<file path="src/rtl/uart_tx_ctrl_if.sv">
// Transmit controller bus: THR write port from the register block, status
// returned to LSR/interrupt logic, and the load/finish handshake with the shifter.
interface uart_tx_ctrl_if #(
  parameter int FIFO_DEPTH = 16
);
  localparam int LVL_W = $clog2(FIFO_DEPTH) + 1;

  logic             thr_wr_in;
  logic [7:0]       thr_data_in;
  logic             tx_finish_in;
  logic             tx_load_out;
  logic [7:0]       tx_data_out;
  logic             thre_out;
  logic             temt_out;
  logic [LVL_W-1:0] fifo_level_out;
  logic             overflow_out;

  // Register block / shifter side
  modport master (
    output thr_wr_in, thr_data_in, tx_finish_in,
    input  tx_load_out, tx_data_out, thre_out, temt_out, fifo_level_out, overflow_out
  );

  // Transmit controller side
  modport slave (
    input  thr_wr_in, thr_data_in, tx_finish_in,
    output tx_load_out, tx_data_out, thre_out, temt_out, fifo_level_out, overflow_out
  );
endinterface

</file>
<file path="src/rtl/uart_tx_ctrl.sv">
// UART transmit controller: buffers THR writes in a FIFO (or a single holding
// register when FIFOs are disabled) and hands characters to the shifter one at
// a time, gated by auto-CTS. Produces THRE/TEMT status and an overflow pulse.
module uart_tx_ctrl #(
  parameter int FIFO_DEPTH = 16,
  parameter int CTS_SYNC   = 2
) (
  input  logic           apb_clk_in,
  input  logic           apb_rstn_in,
  input  logic           utrst_in,
  input  logic           fifoen_in,
  input  logic           txclr_in,
  input  logic           afe_in,
  input  logic           cts_in,
  uart_tx_ctrl_if.slave  bus
);
  localparam int PTR_W = $clog2(FIFO_DEPTH);
  localparam int LVL_W = PTR_W + 1;

  typedef enum logic [1:0] {
    IDLE   = 2'd0,
    LOAD   = 2'd1,
    ACTIVE = 2'd2
  } state_t;

  state_t              state_q;
  logic                tx_load_q;
  logic [7:0]          tx_data_q;

  logic [CTS_SYNC-1:0] cts_sync_q;
  logic                fifoen_q;

  logic [7:0]          mem_q [FIFO_DEPTH];
  logic [PTR_W-1:0]    wr_ptr_q;
  logic [PTR_W-1:0]    rd_ptr_q;
  logic [LVL_W-1:0]    level_q;
  logic [LVL_W-1:0]    level_d;
  logic                thre_q;
  logic                ovf_q;

  logic                cts_ok;
  logic                flush;
  logic [LVL_W-1:0]    cap;
  logic                level_nz;
  logic                pop;
  logic                wr_ok;
  logic                push;
  logic                drop;
  logic                start;

  // Bring the asynchronous CTS pin into the clock domain
  always_ff @(posedge apb_clk_in or negedge apb_rstn_in) begin
    if (!apb_rstn_in) begin
      cts_sync_q <= '0;
    end else begin
      cts_sync_q <= {cts_sync_q[CTS_SYNC-2:0], cts_in};
    end
  end

  // Remember the previous FIFO-enable setting so a change can flush the buffer
  always_ff @(posedge apb_clk_in or negedge apb_rstn_in) begin
    if (!apb_rstn_in) begin
      fifoen_q <= 1'b0;
    end else begin
      fifoen_q <= fifoen_in;
    end
  end

  // FIFO control decode: flush beats any write, a pop frees room for a write
  always_comb begin
    cts_ok   = !afe_in || cts_sync_q[CTS_SYNC-1];
    flush    = txclr_in || (fifoen_in != fifoen_q);
    cap      = fifoen_in ? LVL_W'(FIFO_DEPTH) : LVL_W'(1);
    level_nz = (level_q != '0);
    // A load that raced a flush finds the FIFO already empty, so nothing to pop.
    pop      = (state_q == LOAD) && level_nz && !flush;
    wr_ok    = utrst_in && bus.thr_wr_in && !flush;
    push     = wr_ok && ((level_q < cap) || pop);
    drop     = wr_ok && !push;
    start    = level_nz && cts_ok;
    level_d  = level_q;
    if (push && !pop) begin
      level_d = level_q + LVL_W'(1);
    end else if (pop && !push) begin
      level_d = level_q - LVL_W'(1);
    end
  end

  // FIFO storage; contents need no reset since level/pointers qualify them
  always_ff @(posedge apb_clk_in) begin
    if (push) begin
      mem_q[wr_ptr_q] <= bus.thr_data_in;
    end
  end

  // FIFO pointers, occupancy, THRE and overflow flag
  always_ff @(posedge apb_clk_in or negedge apb_rstn_in) begin
    if (!apb_rstn_in) begin
      wr_ptr_q <= '0;
      rd_ptr_q <= '0;
      level_q  <= '0;
      thre_q   <= 1'b1;
      ovf_q    <= 1'b0;
    end else if (!utrst_in || flush) begin
      wr_ptr_q <= '0;
      rd_ptr_q <= '0;
      level_q  <= '0;
      thre_q   <= 1'b1;
      ovf_q    <= 1'b0;
    end else begin
      if (push) begin
        wr_ptr_q <= wr_ptr_q + PTR_W'(1);
      end
      if (pop) begin
        rd_ptr_q <= rd_ptr_q + PTR_W'(1);
      end
      level_q <= level_d;
      thre_q  <= (level_d == '0);
      ovf_q   <= drop;
    end
  end

  // Character scheduler: IDLE -> LOAD (one cycle) -> ACTIVE until the shifter finishes
  always_ff @(posedge apb_clk_in or negedge apb_rstn_in) begin
    if (!apb_rstn_in) begin
      state_q   <= IDLE;
      tx_load_q <= 1'b0;
      tx_data_q <= 8'h00;
    end else if (!utrst_in) begin
      state_q   <= IDLE;
      tx_load_q <= 1'b0;
      tx_data_q <= 8'h00;
    end else begin
      tx_load_q <= 1'b0;
      case (state_q)
        IDLE: begin
          if (start) begin
            state_q   <= LOAD;
            tx_load_q <= 1'b1;
            tx_data_q <= mem_q[rd_ptr_q];
          end
        end
        LOAD: begin
          state_q <= ACTIVE;
        end
        ACTIVE: begin
          // CTS is only consulted here; a drop mid-character never aborts it.
          if (bus.tx_finish_in) begin
            if (start) begin
              state_q   <= LOAD;
              tx_load_q <= 1'b1;
              tx_data_q <= mem_q[rd_ptr_q];
            end else begin
              state_q <= IDLE;
            end
          end
        end
        default: begin
          state_q <= IDLE;
        end
      endcase
    end
  end

  assign bus.tx_load_out    = tx_load_q;
  assign bus.tx_data_out    = tx_data_q;
  assign bus.thre_out       = thre_q;
  assign bus.temt_out       = thre_q && (state_q == IDLE);
  assign bus.fifo_level_out = level_q;
  assign bus.overflow_out   = ovf_q;

endmodule

</file>
<file path="src/flat_wrapper.sv">
// flat-port wrapper written by rule: the top's interface ports become plain ports
module uart_tx_ctrl_flat 
#(
  parameter int FIFO_DEPTH = 16,
  parameter int CTS_SYNC   = 2
)
  (apb_clk_in, apb_rstn_in, utrst_in, fifoen_in, txclr_in, afe_in, cts_in, bus_thr_wr_in, bus_thr_data_in, bus_tx_finish_in, bus_tx_load_out, bus_tx_data_out, bus_thre_out, bus_temt_out, bus_fifo_level_out, bus_overflow_out);
  uart_tx_ctrl_if #(.FIFO_DEPTH(FIFO_DEPTH)) bus_i ();
  input  logic apb_clk_in;
  input  logic apb_rstn_in;
  input  logic utrst_in;
  input  logic fifoen_in;
  input  logic txclr_in;
  input  logic afe_in;
  input  logic cts_in;
  input wire logic [$bits(bus_i.thr_wr_in)-1:0] bus_thr_wr_in;
  input wire logic [$bits(bus_i.thr_data_in)-1:0] bus_thr_data_in;
  input wire logic [$bits(bus_i.tx_finish_in)-1:0] bus_tx_finish_in;
  output wire logic [$bits(bus_i.tx_load_out)-1:0] bus_tx_load_out;
  output wire logic [$bits(bus_i.tx_data_out)-1:0] bus_tx_data_out;
  output wire logic [$bits(bus_i.thre_out)-1:0] bus_thre_out;
  output wire logic [$bits(bus_i.temt_out)-1:0] bus_temt_out;
  output wire logic [$bits(bus_i.fifo_level_out)-1:0] bus_fifo_level_out;
  output wire logic [$bits(bus_i.overflow_out)-1:0] bus_overflow_out;
  assign bus_i.thr_wr_in = bus_thr_wr_in;
  assign bus_i.thr_data_in = bus_thr_data_in;
  assign bus_i.tx_finish_in = bus_tx_finish_in;
  assign bus_tx_load_out = bus_i.tx_load_out;
  assign bus_tx_data_out = bus_i.tx_data_out;
  assign bus_thre_out = bus_i.thre_out;
  assign bus_temt_out = bus_i.temt_out;
  assign bus_fifo_level_out = bus_i.fifo_level_out;
  assign bus_overflow_out = bus_i.overflow_out;
  uart_tx_ctrl #(.FIFO_DEPTH(FIFO_DEPTH), .CTS_SYNC(CTS_SYNC)) u_core (.apb_clk_in(apb_clk_in), .apb_rstn_in(apb_rstn_in), .utrst_in(utrst_in), .fifoen_in(fifoen_in), .txclr_in(txclr_in), .afe_in(afe_in), .cts_in(cts_in), .bus(bus_i));
endmodule
</file>
<file path="config.mk">
export PLATFORM = sky130hd
export DESIGN_NAME = uart_tx_ctrl_flat
export DESIGN_NICKNAME = d
export VERILOG_FILES = /design/src/rtl/uart_tx_ctrl_if.sv /design/src/rtl/uart_tx_ctrl.sv /design/src/flat_wrapper.sv
export SDC_FILE = /design/constraint.sdc
export NUM_CORES = 1
export LEC_CHECK = 0
export ABC_AREA = 1
export ABC_CLOCK_PERIOD_IN_PS = 2300
export CORE_ASPECT_RATIO = 0.9
export CORE_MARGIN = 4
export CORE_UTILIZATION = 40
export DETAILED_ROUTE_END_ITERATION = 8
export GPL_TIMING_DRIVEN = 0
export RECOVER_POWER = 25
export SYNTH_ARGS = -nofsm -noshare
export SYNTH_HDL_FRONTEND = slang
export SYNTH_SLANG_ARGS = --single-unit
</file>
<file path="constraint.sdc">
create_clock -name apb_clk_in -period 2.3 [get_ports apb_clk_in]
set_input_delay 0.69 -clock apb_clk_in [delete_from_list [all_inputs] [get_ports apb_clk_in]]
set_output_delay 0.69 -clock apb_clk_in [all_outputs]
set_load 0.02 [all_outputs]
</file>
# After elaboration in Yosys (flattened, before gate mapping)
# Memory sizes are Yosys's and may differ from the RTL's.
# Cells that the tools add are included.
dict set report op_classes {
  n_eq_ne 6
  n_reduce_logical 26
  n_mux 25
  addsub 4
  order_cmp 1
}
# operator count
set op_table {}
lappend op_table {{2-to-1 mux 8 bit} 3}
lappend op_table {{2-to-1 mux 5 bit} 4}
lappend op_table {{2-to-1 mux 4 bit} 4}
lappend op_table {{one-hot mux 8 bit (2 select lines)} 1}
lappend op_table {{logical AND 1 bit} 10}
lappend op_table {{adder 4 x 1 -> 4 bit (second input constant)} 2}
lappend op_table {{2-to-1 mux 1 bit} 8}
lappend op_table {{2-to-1 mux 2 bit} 3}
lappend op_table {{one-hot mux 2 bit (3 select lines)} 1}
lappend op_table {{adder 5 x 1 -> 5 bit (second input constant)} 1}
lappend op_table {{logical NOT 1 bit} 5}
lappend op_table {{logical NOT 5 bit} 1}
lappend op_table {{less-than comparator 5 bit} 1}
lappend op_table {{nonzero test 5 bit} 1}
lappend op_table {{subtractor 5 x 1 -> 5 bit (second input constant)} 1}
lappend op_table {{logical OR 1 bit} 4}
lappend op_table {{AND reduction 2 bit} 2}
lappend op_table {{nonzero test 2 bit} 2}
lappend op_table {{!= test 3 x 1 -> 1 bit (second input constant)} 1}
lappend op_table {{!= test 3 x 2 -> 1 bit (second input constant)} 1}
lappend op_table {{!= test 3 bit (second input constant)} 1}
lappend op_table {{== test 2 x 1 -> 1 bit (second input constant)} 1}
lappend op_table {{== test 2 bit (second input constant)} 1}
lappend op_table {{logical NOT 2 bit} 1}
lappend op_table {{other kinds (2)} 2}
dict set report totals {
  mem_count 1
  register_bits 29
  mem_bits_rw 128
  out_inout_bits 17
  elab_cells 73
  input_bits 17
}
# name depth word_bits read_ports rd_clocked_by_memory_dff write_ports line
set mem_list {}
lappend mem_list {u_core.mem_q 16 8 1 0 1 uart_tx_ctrl.sv:33} ;# logic [7:0] mem_q [FIFO_DEPTH];

# Longest topological paths before layout
# Gate-level depths: netlist of run 1.
dict set report depth {
  depth_word 12
  mapped_depth 14
  mapped_depth_nobuf 14
}

# Least setup slack after synthesis of run 1
# No wires, ideal clock.
dict set report synth_timing {
  path_kind {input to register}
  startpoint {input port fifoen_in}
  endpoint {memory u_core.mem_q[10][0] (enable)}
  required_time_ns 1.930
  t_arrival_ns 2.079
  n_path_buf 0
  setup_slack_ns -0.149
  setup_ns 0.370
  path_stages 9
  cell_sequence {inv_2 > ha_1 > a21oi_2 > o21ai_2 > o21ai_2 > nand2_4 > clkinv_4 > nand2_1 > nor2_1}
}
dict set report synth_between {
  elab_chain_len 8
  elab_cells_between_ends 11
  classes_between {1 x order compare; 1 x eq/ne; 3 x mux; 6 x reduce/logical}
}
# element line
set synth_rtl {}
lappend synth_rtl {{start: declaration} flat_wrapper.sv:12} ;# input logic fifoen_in;
lappend synth_rtl {{parallel branches: the longest is 5 deep, another holds less-than comparator 5 bit} -}
lappend synth_rtl {{logical AND 1 bit *} uart_tx_ctrl.sv:78} ;# push = wr_ok && ((level_q < cap) || pop);
lappend synth_rtl {{2-to-1 mux 1 bit *} uart_tx_ctrl.sv:91} ;# if (push) begin
lappend synth_rtl {{2-to-1 mux 1 bit (implied by the code) *} uart_tx_ctrl.sv:92} ;# mem_q[wr_ptr_q] <= bus.thr_data_in;
lappend synth_rtl {{end: declaration} uart_tx_ctrl.sv:33}
# Mark *: on every way between the ends.

# Worst setup path after layout of run 1
dict set report layout_timing {
  startpoint {register u_core.level_q[0] (netlist: u_core.bus.fifo_level_out[0])}
  endpoint {output port bus_fifo_level_out[0]}
}
# element line
set layout_lines {}
lappend layout_lines {{start: declaration} uart_tx_ctrl.sv:36} ;# logic [LVL_W-1:0] level_q;
lappend layout_lines {{start signal: assignment} uart_tx_ctrl.sv:117} ;# level_q <= level_d;
lappend layout_lines {{end: declaration} flat_wrapper.sv:23} ;# output wire logic [$bits(bus_i.fifo_level_out)-1:0] bus_fifo_level_out;
# No word-level cell between the ends.

==> results.md, run 1 <==
- Peak supply drop: 0.000575 V
- Class of the worst hold path: flip-flop to flip-flop
- Setup violations, final: 0
- Library cell with the largest summed area after synthesis: edfxtp_1
- Violated checks: max-capacitance violations, max-slew violations
- Post-synthesis sequential area ratio: 0.680
- Clock Skew: 9.34 ps
- Synth async-reset ratio: 0.185
- Net count reported at finish: 674
- Worst Path Class, Setup: flip-flop to output port
- Clock transition at the registers of the reported paths: 70 ps
- DRC violations left: 0
- Number of buffers on the longest clock path: 2
- Chip width: 145 um
- Max Fanout on Critical Path: 4
- GRT Residual Overflow: 0
- Synth Cell Area: 0.00672 mm^2
- Max Clock Freq: 0.444 GHz
- Wire length of the first global-routing pass: 26000 um
- Slew @ Worst Pin: 1520 ps
- H-tree lvl count: 4
- Crit-path slowest cell: clkdlybuf4s50_1
- Area Overhead vs Synth: 25.2%
- Dominant synthesized flop cell: edfxtp_1
- RSZ-0062 raised after global routing: false
- Share of cells above drive strength 1: 0.191
- Power Total: 0.00592 W
- Switching power total: 0.00128 W
- Clock network fraction of total power: 0.453
- Internal power: 0.00464 W
- Total negative slack: 0 ps
- Synthesized instance count: 571
- Post-synth top cells: edfxtp_1 (128), nor2_1 (98), o21ai_0 (76)
- Run status: complete, but fails checks
- Initial cell density of the core: 0.412
- HPWL after detailed placement: 11000 um
- Peak per-stage delay on the critical path: 600 ps
- Synth unique cells: 40
- Yosys warns: 0
- Cell Chain, Critical Path: buf_4, clkdlybuf4s50_1
- DIE HEIGHT: 131 um
- DIE AREA: 0.0189 mm^2
- Busiest metal layer after global routing: met2
- Proportion of total power due to net switching: 0.217
- Leakage Power: 3.11 nW
- Met1 track demand over resource in global routing: 0.261
- Drt first-iter violations: 341
- Diode count: 0
- Top Family by Delay on Critical Path: buffers and inverters
- Number of max-cap violations: 1
- DR vias: 4702
- Pwr dens: 704 mW/mm^2
- Net count after synthesis: 597
- Core outline area: 0.0163 mm^2
- Number of flops mapped to enable cells by yosys: 128
- Routed wire length per instance: 19.5 um
- Kind of launch point of the worst setup path: flip-flop
- Syn_area_per_cell: 11.8 um^2
- Number of hold-slack violations in the final timing report: 0
- Register bit count reported by yosys: 157
- TritonCTS clock tree: yes
- CP Data Arrival Time: 1560 ps
- Bufs and invs on worst path: 2
- Proportion of netlist area held by the largest area contributor: 0.572
- Final worst-path cycle share: 0.979
- Post-layout min period: 2250 ps
- Most frequent cell after synthesis: edfxtp_1
- Total Routed Length: 16900 um
- Final RePlAce weighted congestion: 0.835
- Part of the power in combinational logic: 0.025
- Buffers added on ports: 33
- Clock Sinks: 157
- CTS buffer count: 17
- Top-Level Pins: 34
- Category of the worst setup path capture point: output port
- Sequential cell fraction of total power: 0.522
- Number of global-route vias before repair: 4687
- Post-route ant nets: 0
- Detailed-router iteration count before antenna repair: 5
- Met2 demand-to-capacity share in global routing: 0.282
- Post-cts hold buffer count: 0
- Clock latency on the worst-skew pair: 440 ps
- Root buffer selected by CTS: clkbuf_16
- Most area-consuming cells after synthesis: edfxtp_1 (57%), dfrtp_1 (10%), o21ai_0 (5.7%), nor2_1 (5.5%), nand2_1 (3.6%)
- Relative slew slack: -0.0105
- Global-route met3 utilization: 0.0506
- Utilization of the core after routing: 0.516
- Required arrival time at the worst endpoint: 1610 ps
- Via density: 5.42
- Post-route worst hold slack: 350 ps
- Total Routing Usage GR: 0.187
- Antenna violations before repair: 0
- Maximum number of pins on one net before global-route repair: 30
- FP Rows: 44
- Final Slew Violations: 30
[per-layer routing]
metal	up-vias	part of all wire
met5	-	0
li1	2203	-
met1	2296	0.45
met4	0	0.024
met2	170	0.46
met3	33	0.071
[sequential cells by signal, summed over array words and instances (netlist names), 2 cells and up]
register and flops:
u_core.mem_q 128, u_core.state_q 2, u_core.cts_sync_q 2, u_core.rd_ptr_q 4, u_core.bus.tx_data_out 8, u_core.wr_ptr_q 4
u_core.bus.fifo_level_out 5
[final timing paths]
| kind | start | endpoint | slack (ps) | depth (start not counted) |
|---|---|---|---|---|
| max in group asynchronous | apb_rstn_in | u_core.bus.fifo_level_out[4] | 690 | 1 |
| min in group asynchronous | apb_rstn_in | u_core.bus.fifo_level_out[2] | 610 | 1 |
| hold reg to reg | u_core.cts_sync_q[0] | u_core.cts_sync_q[1] | 350 | 0 |
| setup / recovery | u_core.bus.fifo_level_out[0] | bus_fifo_level_out[0] | 50 | 2 |
| setup reg to reg | u_core.rd_ptr_q[1] | u_core.bus.tx_data_out[7] | 140 | 8 |
| hold / removal | u_core.cts_sync_q[0] | u_core.cts_sync_q[1] | 350 | 0 |
[per-stage QoR]
step           instances  cell area [um^2]  setup slack (ps)
3_3_place_gp         811              7340             -1230
3_5_place_dp         811              7340             -1290
6_report             868              8410              47.7
2_1_floorplan        571              6750              -129
5_1_grt              868              8410              2.62
4_1_cts              864              8370              10.3
[worst register-to-register path, delay by kind of cell (launching register included)]
| kind | cells | cell delay (ps) |
|---|---|---|
| flip-flops | 1 | 450 |
| AND/OR/NAND/NOR | 3 | 320 |
| AO/OA/AOI/OAI | 3 | 670 |
| buffers and inverters | 2 | 620 |
[kinds of logic after synthesis]
| logic type | Yosys count | share of synthesized area |
|---|---|---|
| AND/OR/NAND/NOR | 216 | 0.145 |
| flip-flops | 157 | 0.680 |
| AO/OA/AOI/OAI | 130 | 0.115 |
| buffers and inverters | 54 | 0.0363 |
| adder cells (fa/ha/maj) | 9 | 0.0168 |
| XOR/XNOR | 5 | 0.00652 |
[placed cells by master, fill, tap and decap left out, types with 3 or more instances in the layout]
cell type,instances
nand3_2,3
clkinv_2,4
inv_6,3
inv_2,3
o21ai_0,76
dlygate4sd3_1,5
o211ai_1,6
buf_4,10
buf_6,3
nand3_1,33
o221ai_1,14
dfrtp_1,25
edfxtp_1,128
o22ai_1,12
a21oi_1,8
o21ai_1,6
nor2_2,3
buf_2,14
nor2_4,20
buf_12,15
clkbuf_1,13
clkinv_4,5
inv_1,20
nor2_1,81
nand2_1,61
ha_1,8
nand2_4,7
dfrtp_2,3
clkbuf_16,17
xor2_1,5
clkdlybuf4s50_1,25
[power groups by stage]
| stage | Combinational [W] | Clock, W | Sequential [W] |
|---|---|---|---|
| 2_1_floorplan | 0.0000491 | 0 | 0.00315 |
| 3_3_place_gp | 0.000140 | 0 | 0.00315 |
| 3_5_place_dp | 0.000143 | 0 | 0.00315 |
| 4_1_cts | 0.000151 | 0.00272 | 0.00309 |
| 5_1_grt | 0.000164 | 0.00284 | 0.00309 |
| 6_report | 0.000148 | 0.00268 | 0.00309 |
[cell type report]
cell class / instances / area (um^2)
Inverter: 26 / 103
Multi-Input combinational cell: 360 / 2070
Clock buffer: 17 / 425
Timing Repair Buffer: 58 / 696
Tap cell: 207 / 259
Sequential cell: 157 / 4570
Buffer: 28 / 141
Fill cell: 1401 / 7890
Clock inverter: 15 / 139
[repair_timing]
item                                   in CTS  in global routing
buffers inserted                           21                  4
setup endpoints to repair                 130                129
gates resized for setup                    32                  6
pin swaps                                  17                  3
endpoints found under the hold margin       0                  0
(Power assumes the default switching activity.)
==> run 2: changes to the inputs <==
--- a/config.mk
+++ b/config.mk
@@ -7,7 +7,7 @@
 export LEC_CHECK = 0
 export ABC_AREA = 1
 export ABC_CLOCK_PERIOD_IN_PS = 2300
-export CORE_ASPECT_RATIO = 0.9
+export CORE_ASPECT_RATIO = 1.5
 export CORE_MARGIN = 4
 export CORE_UTILIZATION = 40
 export DETAILED_ROUTE_END_ITERATION = 8
==> run 2 against run 1 <==
Effect of this change: the flow still finishes with violations (max-capacitance violations, max-slew violations); power up 4.2%; global-route usage down 0.49 points; final cell count fell by 1.0%; non-clock buffer count fell by 8; critical path depth down 1; die area rose by 0.21%; wire length shrank 1.3%; largest cell class unchanged; largest power group unchanged.
==> results.md, run 2 (synthesis gave the netlist of run 1 again) <==
- Top Family by Delay on Critical Path: buffers and inverters
- DR vias: 4638 (-1.4%)
- Number of buffers on the longest clock path: 2 (unchanged)
- Diode count: 0 (unchanged)
- Fin cells: 859 (-1.0%)
- DRC violations left: 0 (unchanged)
- Relative slew slack: -0.00576 (+0.00474)
- DIE AREA: 0.0190 mm^2 (+0.21%)
- CP Data Arrival Time: 1550 ps (about the same)
- Via density: 5.40 (-0.33%)
- Clock transition at the registers of the reported paths: 70 ps (about the same)
- Max Clock Freq: 0.447 GHz (+0.59%)
- CTS buffer count: 17 (unchanged)
- Setup violations, final: 0 (unchanged)
- Antenna violations before repair: 0 (unchanged)
- Worst Path Class, Setup: flip-flop to output port
- Final worst-path cycle share: 0.974 (-0.00574)
- Violated checks: max-capacitance violations, max-slew violations
- TritonCTS clock tree: yes
- Initial cell density of the core: 0.411 (-0.000916)
- Total Routing Usage GR: 0.182 (-0.00486)
- Post-layout min period: 2240 ps (-13.2 ps)
- Register-to-register setup slack: 90 ps (-50 ps)
- Kind of launch point of the worst setup path: flip-flop
- Clock Skew: 9.82 ps (+0.478 ps)
- Buffers added on ports: 33 (unchanged)
- Leakage Power: 3.10 nW (-0.58%)
- Drt first-iter violations: 362 (+6.2%)
- Required arrival time at the worst endpoint: 1610 ps (about the same)
- Class of the worst hold path: flip-flop to flip-flop
- Post-cts hold buffer count: 0 (unchanged)
- Category of the worst setup path capture point: output port
- HPWL after detailed placement: 11400 um (+3.8%)
- Clock Sinks: 157 (unchanged)
- Detailed-router iteration count before antenna repair: 5 (unchanged)
- Cell Chain, Critical Path: clkdlybuf4s50_1
- Share of cells above drive strength 1: 0.181 (-0.00992)
- Net count reported at finish: 666 (-1.2%)
- Crit-path slowest cell: clkdlybuf4s50_1
- Register area: 0.00457 mm^2 (unchanged)
- Number of flip-flops under the largest register name: 128 (unchanged)
- Total negative slack: 0 ps (unchanged)
- Fillers: 1396 (-0.36%)
- Final Slew Violations: 30 (unchanged)
- Number of global-route vias before repair: 4665 (-0.47%)
- H-tree lvl count: 4 (unchanged)
- Critical path startpoint: u_core.bus.thre_out
- Utilization of the core after routing: 0.513 (-0.00291)
- Post-route ant nets: 0 (unchanged)
- Peak per-stage delay on the critical path: 610 ps (about the same)
- Highest-count cells in the layout ignoring fill and taps: edfxtp_1 (128), nor2_1 (82), o21ai_0 (75)
- Commonest non-fill, non-tap cell in the layout: edfxtp_1
- Slew @ Worst Pin: 1510 ps (-7.11 ps)
- Number of hold-slack violations in the final timing report: 0 (unchanged)
- Hold wc startpoint: u_core.cts_sync_q[0]
- GRT Residual Overflow: 0 (unchanged)
- Startpoint of the lowest-slack register-to-register path: u_core.rd_ptr_q[1]
- Routed wire length per instance: 19.4 um (-0.29%)
- Total Routed Length: 16700 um (-1.3%)
- Final RePlAce weighted congestion: 0.843 (+0.96%)
- Area Overhead vs Synth: 24.7%
- Biggest register: u_core.mem_q
- Post-route worst hold slack: 351 ps (+1.26 ps)
- Wire length of the first global-routing pass: 26000 um (-0.37%)
- Chip width: 114 um (-21%)
- Bufs and invs on worst path: 1 (-1)
- # placed instances: 810 (-0.12%)
- DIE HEIGHT: 167 um (+27%)
- Number of max-cap violations: 1 (unchanged)
- Root buffer selected by CTS: clkbuf_16
- Maximum number of pins on one net before global-route repair: 30 (unchanged)
- Area occupied by multi-input gates: 0.00206 mm^2 (-0.72%)
- FP Rows: 57 (+30%)
- Pwr dens: 736 mW/mm^2 (+4.5%)
- Peak supply drop: 0.000450 V (-22%)
- Core outline area: 0.0163 mm^2 (+0.22%)
- Clock latency on the worst-skew pair: 410 ps (-30 ps)
- Top-Level Pins: 34 (unchanged)
- Max Fanout on Critical Path: 2 (-2)
- Run status: complete, but fails checks
-- run 2: final timing paths --
| kind | end | cells past startpoint |
|---|---|---|
| setup / recovery | bus_thre_out | 1 |
| hold / removal | u_core.cts_sync_q[1] | 0 |
| setup reg to reg | u_core.bus.tx_data_out[2] | 8 |
| hold reg to reg | u_core.cts_sync_q[1] | 0 |
| max in group asynchronous | u_core.bus.fifo_level_out[4] | 1 |
| min in group asynchronous | u_core.bus.fifo_level_out[3] | 1 |
-- run 2: layer usage --
layer,global-route usage,share of wire
met1,0.210,0.38
met2,0.324,0.54
met3,0.0309,0.051
met4,0.0858,0.036
met5,0,0
-- run 2: through the flow --
step / total power, W / instance area [um^2] / setup WS [ps]
3_3_place_gp: 0.00329 / 7340 / -1130
6_report: 0.00617 / 8380 / 60.9
2_1_floorplan: 0.00320 / 6750 / -129
4_1_cts: 0.00620 / 8360 / 15.1
5_1_grt: 0.00634 / 8380 / -10.9
3_5_place_dp: 0.00329 / 7340 / -1120
-- run 2: area by class of cell --
class	instances	area share
Clock buffer	17	0.0508
Sequential cell	157	0.546
Clock inverter	15	0.0239
Multi-Input combinational cell	360	0.245
Inverter	26	0.0122
Timing Repair Buffer	50	0.0741
Tap cell	206	0.0308
Buffer	28	0.0170
-- run 2: repair_timing --
action / 4_1_cts / 5_1_grt
pin swaps: 17 / 2
buffers inserted: 14 / 3
gates resized for setup: 32 / 7
setup endpoints to repair: 130 / 131
-- run 2: report_power, final --
part	switching [W]	internal, W	leakage (nW)
Sequential	0.00000443	0.00308	1.54
Combinational	0.000103	0.0000445	1.25
Clock	0.00117	0.00176	0.304
Total	0.00128	0.00488	3.10
